## config.mk

```make
export PLATFORM = sky130hd
export DESIGN_NAME = division_unsigned_flat
export DESIGN_NICKNAME = d
export VERILOG_FILES = /design/src/rtl/division_unsigned_if.sv /design/src/rtl/division_unsigned.sv /design/src/flat_wrapper.sv
export SDC_FILE = /design/constraint.sdc
export NUM_CORES = 1
export LEC_CHECK = 0
export CAP_MARGIN = 10
export CORE_MARGIN = 2
export CORE_UTILIZATION = 54
export CTS_CLUSTER_SIZE = 20
export DETAILED_ROUTE_END_ITERATION = 16
export GPL_ROUTABILITY_DRIVEN = 0
export PLACE_DENSITY_LB_ADDON = 0.1
export SKIP_CTS_REPAIR_TIMING = 1
export SYNTH_ARGS = -nofsm -noshare
export SYNTH_HDL_FRONTEND = slang
export SYNTH_SLANG_ARGS = --single-unit
```

## constraint.sdc

```tcl
create_clock -name clk -period 4.43 [get_ports clk]
set_input_delay 0.886 -clock clk [delete_from_list [all_inputs] [get_ports clk]]
set_output_delay 0.886 -clock clk [all_outputs]
set_load 0.005 [all_outputs]
```

## src/rtl/division_unsigned_if.sv

```systemverilog
// Start/done handshake bundle for the sequential unsigned divider.
// The requester drives the operands and start; the divider returns the quotient and status.
interface division_unsigned_if #(
    parameter int WIDTH = 8
);
    logic                 start;
    logic                 flag;
    logic [2*WIDTH-1:0]   A;
    logic [2*WIDTH-1:0]   B;
    logic [2*WIDTH-1:0]   Result;
    logic                 busy;
    logic                 done;
    logic                 div_by_zero;
    logic                 overflow;

    modport master (
        output start, flag, A, B,
        input  Result, busy, done, div_by_zero, overflow
    );

    modport slave (
        input  start, flag, A, B,
        output Result, busy, done, div_by_zero, overflow
    );
endinterface

```

## src/rtl/division_unsigned.sv

```systemverilog
// Iterative restoring unsigned divider: one quotient bit per clock, MSB first.
// Produces a fixed-point (flag=1) or integer (flag=0) quotient, saturating on overflow.
module division_unsigned #(
    parameter int WIDTH           = 8,
    parameter int FRACTIONAL_BITS = 8
) (
    input  logic                clk,
    input  logic                rst,
    division_unsigned_if.slave  bus
);
    localparam int DW = 2 * WIDTH;
    localparam int NW = DW + FRACTIONAL_BITS;
    localparam int CW = $clog2(NW + 1);

    typedef enum logic [1:0] {
        S_IDLE = 2'd0,
        S_RUN  = 2'd1,
        S_ZERO = 2'd2
    } state_t;

    state_t          state_r;
    logic [NW-1:0]   dividend_r;
    logic [DW-1:0]   divisor_r;
    logic [DW:0]     rem_r;
    logic [NW-1:0]   quot_r;
    logic [CW-1:0]   count_r;
    logic [DW-1:0]   result_r;
    logic            busy_r;
    logic            done_r;
    logic            dz_r;
    logic            ov_r;

    logic [DW:0]     rem_shift_s;
    logic [DW:0]     rem_next_s;
    logic            qbit_s;
    logic [NW-1:0]   quot_next_s;
    logic            ovf_s;

    // One restoring step; the remainder stays below B, so its top bit is free for the shift.
    always_comb begin
        rem_shift_s = {rem_r[DW-1:0], dividend_r[NW-1]};
        rem_next_s  = rem_shift_s;
        qbit_s      = 1'b0;
        if (rem_shift_s >= {1'b0, divisor_r}) begin
            rem_next_s = rem_shift_s - {1'b0, divisor_r};
            qbit_s     = 1'b1;
        end else begin
            rem_next_s = rem_shift_s;
            qbit_s     = 1'b0;
        end
        quot_next_s = {quot_r[NW-2:0], qbit_s};
        ovf_s       = |(quot_next_s >> DW);
    end

    // Control FSM and datapath registers; all outputs come straight from flops.
    always_ff @(posedge clk or posedge rst) begin
        if (rst) begin
            state_r    <= S_IDLE;
            dividend_r <= '0;
            divisor_r  <= '0;
            rem_r      <= '0;
            quot_r     <= '0;
            count_r    <= '0;
            result_r   <= '0;
            busy_r     <= 1'b0;
            done_r     <= 1'b0;
            dz_r       <= 1'b0;
            ov_r       <= 1'b0;
        end else begin
            done_r <= 1'b0;
            case (state_r)
                S_IDLE: begin
                    if (bus.start) begin
                        if (bus.flag) begin
                            dividend_r <= {bus.A, {FRACTIONAL_BITS{1'b0}}};
                        end else begin
                            dividend_r <= {{FRACTIONAL_BITS{1'b0}}, bus.A};
                        end
                        divisor_r <= bus.B;
                        rem_r     <= '0;
                        quot_r    <= '0;
                        count_r   <= '0;
                        busy_r    <= 1'b1;
                        dz_r      <= 1'b0;
                        ov_r      <= 1'b0;
                        state_r   <= (bus.B == '0) ? S_ZERO : S_RUN;
                    end else begin
                        state_r <= S_IDLE;
                    end
                end
                S_RUN: begin
                    rem_r      <= rem_next_s;
                    quot_r     <= quot_next_s;
                    dividend_r <= dividend_r << 1;
                    count_r    <= count_r + CW'(1);
                    if (count_r == CW'(NW - 1)) begin
                        state_r <= S_IDLE;
                        busy_r  <= 1'b0;
                        done_r  <= 1'b1;
                        // Quotient bits above the result width mean saturation.
                        if (ovf_s) begin
                            result_r <= '1;
                            ov_r     <= 1'b1;
                        end else begin
                            result_r <= quot_next_s[DW-1:0];
                            ov_r     <= 1'b0;
                        end
                    end else begin
                        state_r <= S_RUN;
                    end
                end
                S_ZERO: begin
                    result_r <= '1;
                    dz_r     <= 1'b1;
                    done_r   <= 1'b1;
                    busy_r   <= 1'b0;
                    state_r  <= S_IDLE;
                end
                default: begin
                    state_r <= S_IDLE;
                    busy_r  <= 1'b0;
                end
            endcase
        end
    end

    assign bus.Result      = result_r;
    assign bus.busy        = busy_r;
    assign bus.done        = done_r;
    assign bus.div_by_zero = dz_r;
    assign bus.overflow    = ov_r;
endmodule

```

## src/flat_wrapper.sv

```systemverilog
// flat-port wrapper written by rule: the top's interface ports become plain ports
module division_unsigned_flat 
#(
    parameter int WIDTH           = 8,
    parameter int FRACTIONAL_BITS = 8
)
  (clk, rst, bus_start, bus_flag, bus_A, bus_B, bus_Result, bus_busy, bus_done, bus_div_by_zero, bus_overflow);
  division_unsigned_if #(.WIDTH(WIDTH)) bus_i ();
  input  logic clk;
  input  logic rst;
  input wire logic [$bits(bus_i.start)-1:0] bus_start;
  input wire logic [$bits(bus_i.flag)-1:0] bus_flag;
  input wire logic [$bits(bus_i.A)-1:0] bus_A;
  input wire logic [$bits(bus_i.B)-1:0] bus_B;
  output wire logic [$bits(bus_i.Result)-1:0] bus_Result;
  output wire logic [$bits(bus_i.busy)-1:0] bus_busy;
  output wire logic [$bits(bus_i.done)-1:0] bus_done;
  output wire logic [$bits(bus_i.div_by_zero)-1:0] bus_div_by_zero;
  output wire logic [$bits(bus_i.overflow)-1:0] bus_overflow;
  assign bus_i.start = bus_start;
  assign bus_i.flag = bus_flag;
  assign bus_i.A = bus_A;
  assign bus_i.B = bus_B;
  assign bus_Result = bus_i.Result;
  assign bus_busy = bus_i.busy;
  assign bus_done = bus_i.done;
  assign bus_div_by_zero = bus_i.div_by_zero;
  assign bus_overflow = bus_i.overflow;
  division_unsigned #(.WIDTH(WIDTH), .FRACTIONAL_BITS(FRACTIONAL_BITS)) u_core (.clk(clk), .rst(rst), .bus(bus_i));
endmodule
```

# Word-level counts from Yosys, hierarchy flattened
# Index checks and enable logic that the tools add are counted.
dict set report word_totals {
  reg_bits 106
  latchBits 0
  mem_bits_rw 0
  mem_bits_ro 0
  in_bits 36
  out_inout_bits 20
  elab_cells 59
  memories 0
}
dict set report op_classes {
  add_sub_neg 2
  multipliers 0
  n_div 0
  n_lt_le_gt_ge 1
  n_eq_ne 5
  shifts 0
  n_mux 28
  bitwise_logic 0
  n_reduce_logical 12
}
# op n
set op_table {}
lappend op_table {{16-bit 2-to-1 mux} 4}
lappend op_table {{16-bit one-hot mux with 2 select lines} 2}
lappend op_table {{24-bit 2-to-1 mux} 2}
lappend op_table {{24-bit one-hot mux with 2 select lines} 1}
lappend op_table {{23-bit one-hot mux with 2 select lines} 1}
lappend op_table {{23-bit 2-to-1 mux} 1}
lappend op_table {{17-bit by 16-bit greater-or-equal comparator with 1-bit output} 1}
lappend op_table {{16-bit zero test} 1}
lappend op_table {{16-bit subtractor} 1}
lappend op_table {{5-bit one-hot mux with 2 select lines} 1}
lappend op_table {{2-bit AND reduction} 5}
lappend op_table {{1-bit 2-to-1 mux} 8}
lappend op_table {{1-bit one-hot mux with 2 select lines} 4}
lappend op_table {{8-bit OR reduction} 1}
lappend op_table {{2-bit nonzero test} 3}
lappend op_table {{5-bit by 1-bit adder with 5-bit output, second input constant} 1}
lappend op_table {{5-bit equality test, second input constant} 1}
lappend op_table {{5-bit 2-to-1 mux} 1}
lappend op_table {{2-bit 2-to-1 mux} 2}
lappend op_table {{2-bit one-hot mux with 2 select lines} 1}
lappend op_table {{3-bit AND reduction} 1}
lappend op_table {{2-bit by 1-bit equality test with 1-bit output, second input constant} 1}
lappend op_table {{2-bit equality test, second input constant} 1}
lappend op_table {{2-bit zero test} 1}
lappend op_table {{2 further kinds} 2}

# Longest topological paths before layout
dict set report depth {
  depth_word 5
  depth_mapped 12
  depth_no_buf 9
}

# Least setup slack after synthesis
# Ideal clock, no wire load.
dict set report synth_path {
  path_kind {register to register}
  start {register u_core.rem_r[11]}
  end {register u_core.quot_r[0]}
  setup_time_ps 121
  t_arrival_ps 2153
  setup_slack_ps 2156
  path_stages_with_launch 12
  path_buffers 4
  path_cell_list {dfrtp_1 ha_1 buf_6 and3_4 and2_1 o21a_1 o31a_1 buf_6 or2_1 buf_6 buf_8 a22o_1}
}
dict set report synth_via {
  elab_chain_cells 3
}
# item line
set synth_rtl {}
lappend synth_rtl {{from (decl)} division_unsigned.sv:24} ;# logic [DW:0] rem_r;
lappend synth_rtl {{from (signal assigned)} division_unsigned.sv:92} ;# rem_r <= rem_next_s;
lappend synth_rtl {{17-bit by 16-bit greater-or-equal comparator with 1-bit output} division_unsigned.sv:44} ;# if (rem_shift_s >= {1'b0, divisor_r}) begin
lappend synth_rtl {{1-bit 2-to-1 mux} division_unsigned.sv:44}
lappend synth_rtl {{23-bit one-hot mux with 2 select lines} division_unsigned.sv:71} ;# case (state_r)
lappend synth_rtl {{to (signal assigned)} division_unsigned.sv:93} ;# quot_r <= quot_next_s;
lappend synth_rtl {{to (decl)} division_unsigned.sv:25} ;# logic [NW-1:0] quot_r;
# No other way between the ends.
# A chain may end at the register's enable or synchronous reset.

# Worst setup path after layout
dict set report layout_path {
  start {register u_core.rem_r[12]}
  end {register u_core.rem_r[9]}
}
dict set report layout_via {
  elab_chain_cells 3
}
# item line
set layout_rtl {}
lappend layout_rtl {{17-bit by 16-bit greater-or-equal comparator with 1-bit output} division_unsigned.sv:44}
lappend layout_rtl {{16-bit 2-to-1 mux} division_unsigned.sv:44}
lappend layout_rtl {{16-bit one-hot mux with 2 select lines} division_unsigned.sv:71}
# No other way between the ends.

==> results by group <==
Status
  • Run status: finished, final reports clean

Synthesis
  • Syn Nets: between 500 and 600
  • Synth unique cells: 57
  • Sequential area share after synthesis: 0.486
  • Post-synthesis average cell area: 10.4 sq um
  • Mapped Area: 5460 sq um
  • Yosys reg bits: approximately 110
  • Fraction of registers with async set or reset after synthesis: 1.00
  • EDFF count, synth: 0
  • Synth top area cells: dfrtp_1 49%, ha_1 4.6%, a22o_1 4.0%, nand2_1 3.6%, mux2_2 3.5%
  • Synth Instances: 523
  • Leading area contributor after synthesis: dfrtp_1
  • Synth top area share: 0.486
  • YS warnings: 0
  • Top FF cell, synth: dfrtp_1
  • Most frequent cell after synthesis: dfrtp_1
  • Most instantiated cells after synthesis: 106 x dfrtp_1, 52 x nand2_1, 38 x inv_1, 31 x a21oi_1, 25 x a22o_1

Finish
  • N_diodes: 0
  • Number of fill cells: around 800
  • Nets: 618
  • Layout area overhead: 15.0%
  • Storage element area: around 2700 sq um
  • Multi-input gate area: between 2000 and 3000 sq um
  • Layout cells sized above 1: 0.0954

Detailed routing
  • ANT nets after route: 0
  • WL final: between 10 and 15 mm
  • # DRC: 0
  • WL per Instance: ~17 microns
  • DR pass1 iterations: 5
  • DRT iter0 DRCs: roughly 250
  • Vias: 4152
  • Drt via density: roughly 5.9

CTS
  • Worst-path clk slew: around 0.1 ns
  • CTS tree: done
  • Clk_lat worst skew: ~0.38 ns
  • Maximum buffer depth of the clock tree: 2
  • CTS root buf: clkbuf_8
  • CTS Buf Count: 9
  • Clock tree sinks: about 110
  • H-tree depth: 3

Setup path
  • Req. time, crit path: about 4.8 ns
  • Slowest stage delay, CP: around 0.7 ns
  • Crit start category: flip-flop
  • CP max stage cell: or2_1
  • Worst Path Max Fanout: 17
  • CP Class: flip-flop to flip-flop
  • Worst path cell trace: ha_1, nand2_1, nor3_1, o21a_1, o31a_1, or2_1, a221o_1
  • WP data arrival: around 3.4 ns
  • Crit. End Element: flip-flop

Timing
  • WHS: 0.489 ns
  • Max_slew headroom: 0.264
  • Total negative setup slack: 0 ns
  • Unrepaired setup endpoints after global routing: false
  • Tcrit/Tclk final: 0.697
  • Final setup violation count: 0
  • Fmax: approximately 0.32 GHz
  • Clk_skew: 0.00777 ns
  • Max-slew violation count: 0
  • Fin. Hold Viols: 0
  • Worst-Margin Slew: approximately 1.1 ns
  • Tmin final: just over 3 ns

GRT
  • Largest net degree at the start of global routing: just over 90
  • Vias in the first global route: between 3k and 4k
  • Gr usage total: 0.223
  • First-pass GRT wire length: about 20 mm
  • Overflow after GRT: 0
  • Number of antenna violations at the first check in global routing: 0

Place
  • Hpwl dp: ~8 mm
  • Port Buffer Count: 55

Die
  • Die outline area: 10900 sq um
  • Die Ht: 105 microns
  • Die Wd: ~100 microns
  • Row count: 36
  • Initial Util: 0.556
  • Core ar.: ~9800 sq um
  • I/O pin total: 56

Power
  • Power Density: 792 nW/um^2
  • Max VDD drop: roughly 0.00040 V
  • LEAKAGE: ~2.8 nW

Min path
  • Worst hold path type: flip-flop to flip-flop

Job
  • Max-cap violation count: 0
## metrics by stage
step | power (W) | cells | utilization | setup slack, ns | area (sq um)
finish | 0.00497 | 699 | 0.640 | 1.34 | 6280
floorplan | 0.00379 | 523 | - | 0.755 | 5460
CTS | 0.00497 | 699 | 0.640 | 1.39 | 6280
global placement | 0.00427 | 683 | 0.620 | 1.44 | 6090
global route | 0.00540 | 699 | 0.640 | 1.06 | 6280
detailed placement | 0.00438 | 683 | 0.620 | 1.34 | 6090
## area by class of cell
class | instances | area share
Clock buffer | 11 | 0.0241
Inverter | 38 | 0.0231
Tap cell | 133 | 0.0265
Clock inverter | 5 | 0.00697
Timing Repair Buffer | 61 | 0.0968
Sequential cell | 106 | 0.422
Multi-Input combinational cell | 345 | 0.400
## report_power, final
group / switching, W / leakage, nW / internal (W)
clock network: 0.000350 / 0.101 / 0.000243
logic: 0.00151 / 1.48 / 0.00123
registers: 0.000280 / 1.27 / 0.00136
total: 0.00214 / 2.85 / 0.00283
## worst paths after layout
path | from | endpoint | slack [ns] | cells past startpoint
min in group asynchronous | rst | u_core.bus.Result[9] | 1.11 | 2
worst min register to register | u_core.dividend_r[11] | u_core.dividend_r[11] | 0.49 | 2
worst max register to register | u_core.rem_r[12] | u_core.rem_r[9] | 1.34 | 7
worst max-delay path | u_core.rem_r[12] | u_core.rem_r[9] | 1.34 | 7
worst min-delay path | u_core.dividend_r[11] | u_core.dividend_r[11] | 0.49 | 2
max in group asynchronous | rst | u_core.divisor_r[12] | 2.44 | 3
## kinds of logic after synthesis
logic type | Yosys count | synth area share
fa+ha+maj | 21 | 0.0495
buf+inv | 72 | 0.0566
xor+xnor | 10 | 0.0160
mux | 29 | 0.0570
compound gates | 165 | 0.232
simple gates | 120 | 0.104
flops | 106 | 0.486
## critical path: cells and delay by family (launching register included)
family	cells	cell delay, ns
compound gates	3	1.00
fa+ha+maj	1	0.48
flops	1	0.44
simple gates	3	1.11
## routing by layer
metal	wire (microns)	vias up	GRT usage
li1	-	1998	-
met1	5580	2028	0.325
met2	5350	111	0.343
met3	627	15	0.0443
met4	149	0	0.0600
met5	0	-	0
## layout by cell type (no fill, tap or decap), types with 5 or more instances in the layout
cell	Yosys	final
buf_4	0	5
o22a_1	16	16
dfrtp_1	106	106
nor4_1	7	7
nor3_1	10	10
inv_1	38	37
nor2_1	23	23
clkdlybuf4s50_1	0	55
ha_1	20	20
nand2b_1	5	5
a222oi_1	14	14
nand4_1	5	5
o21a_1	6	5
mux2_2	17	17
xor2_1	6	6
nand2_1	52	52
mux2i_1	12	12
a22o_1	25	25
o211ai_1	6	6
o211ai_2	9	9
a21oi_1	31	31
o31ai_1	5	5
clkbuf_8	0	11
o21ai_0	22	22
## sequential cells by signal, summed over array words and instances (netlist names), 2 cells and up
register and cells:
u_core.bus.Result 16, u_core.count_r 5, u_core.dividend_r 24, u_core.divisor_r 16, u_core.quot_r 23, u_core.rem_r 16
u_core.state_r 2
(Power assumes the default switching activity.)
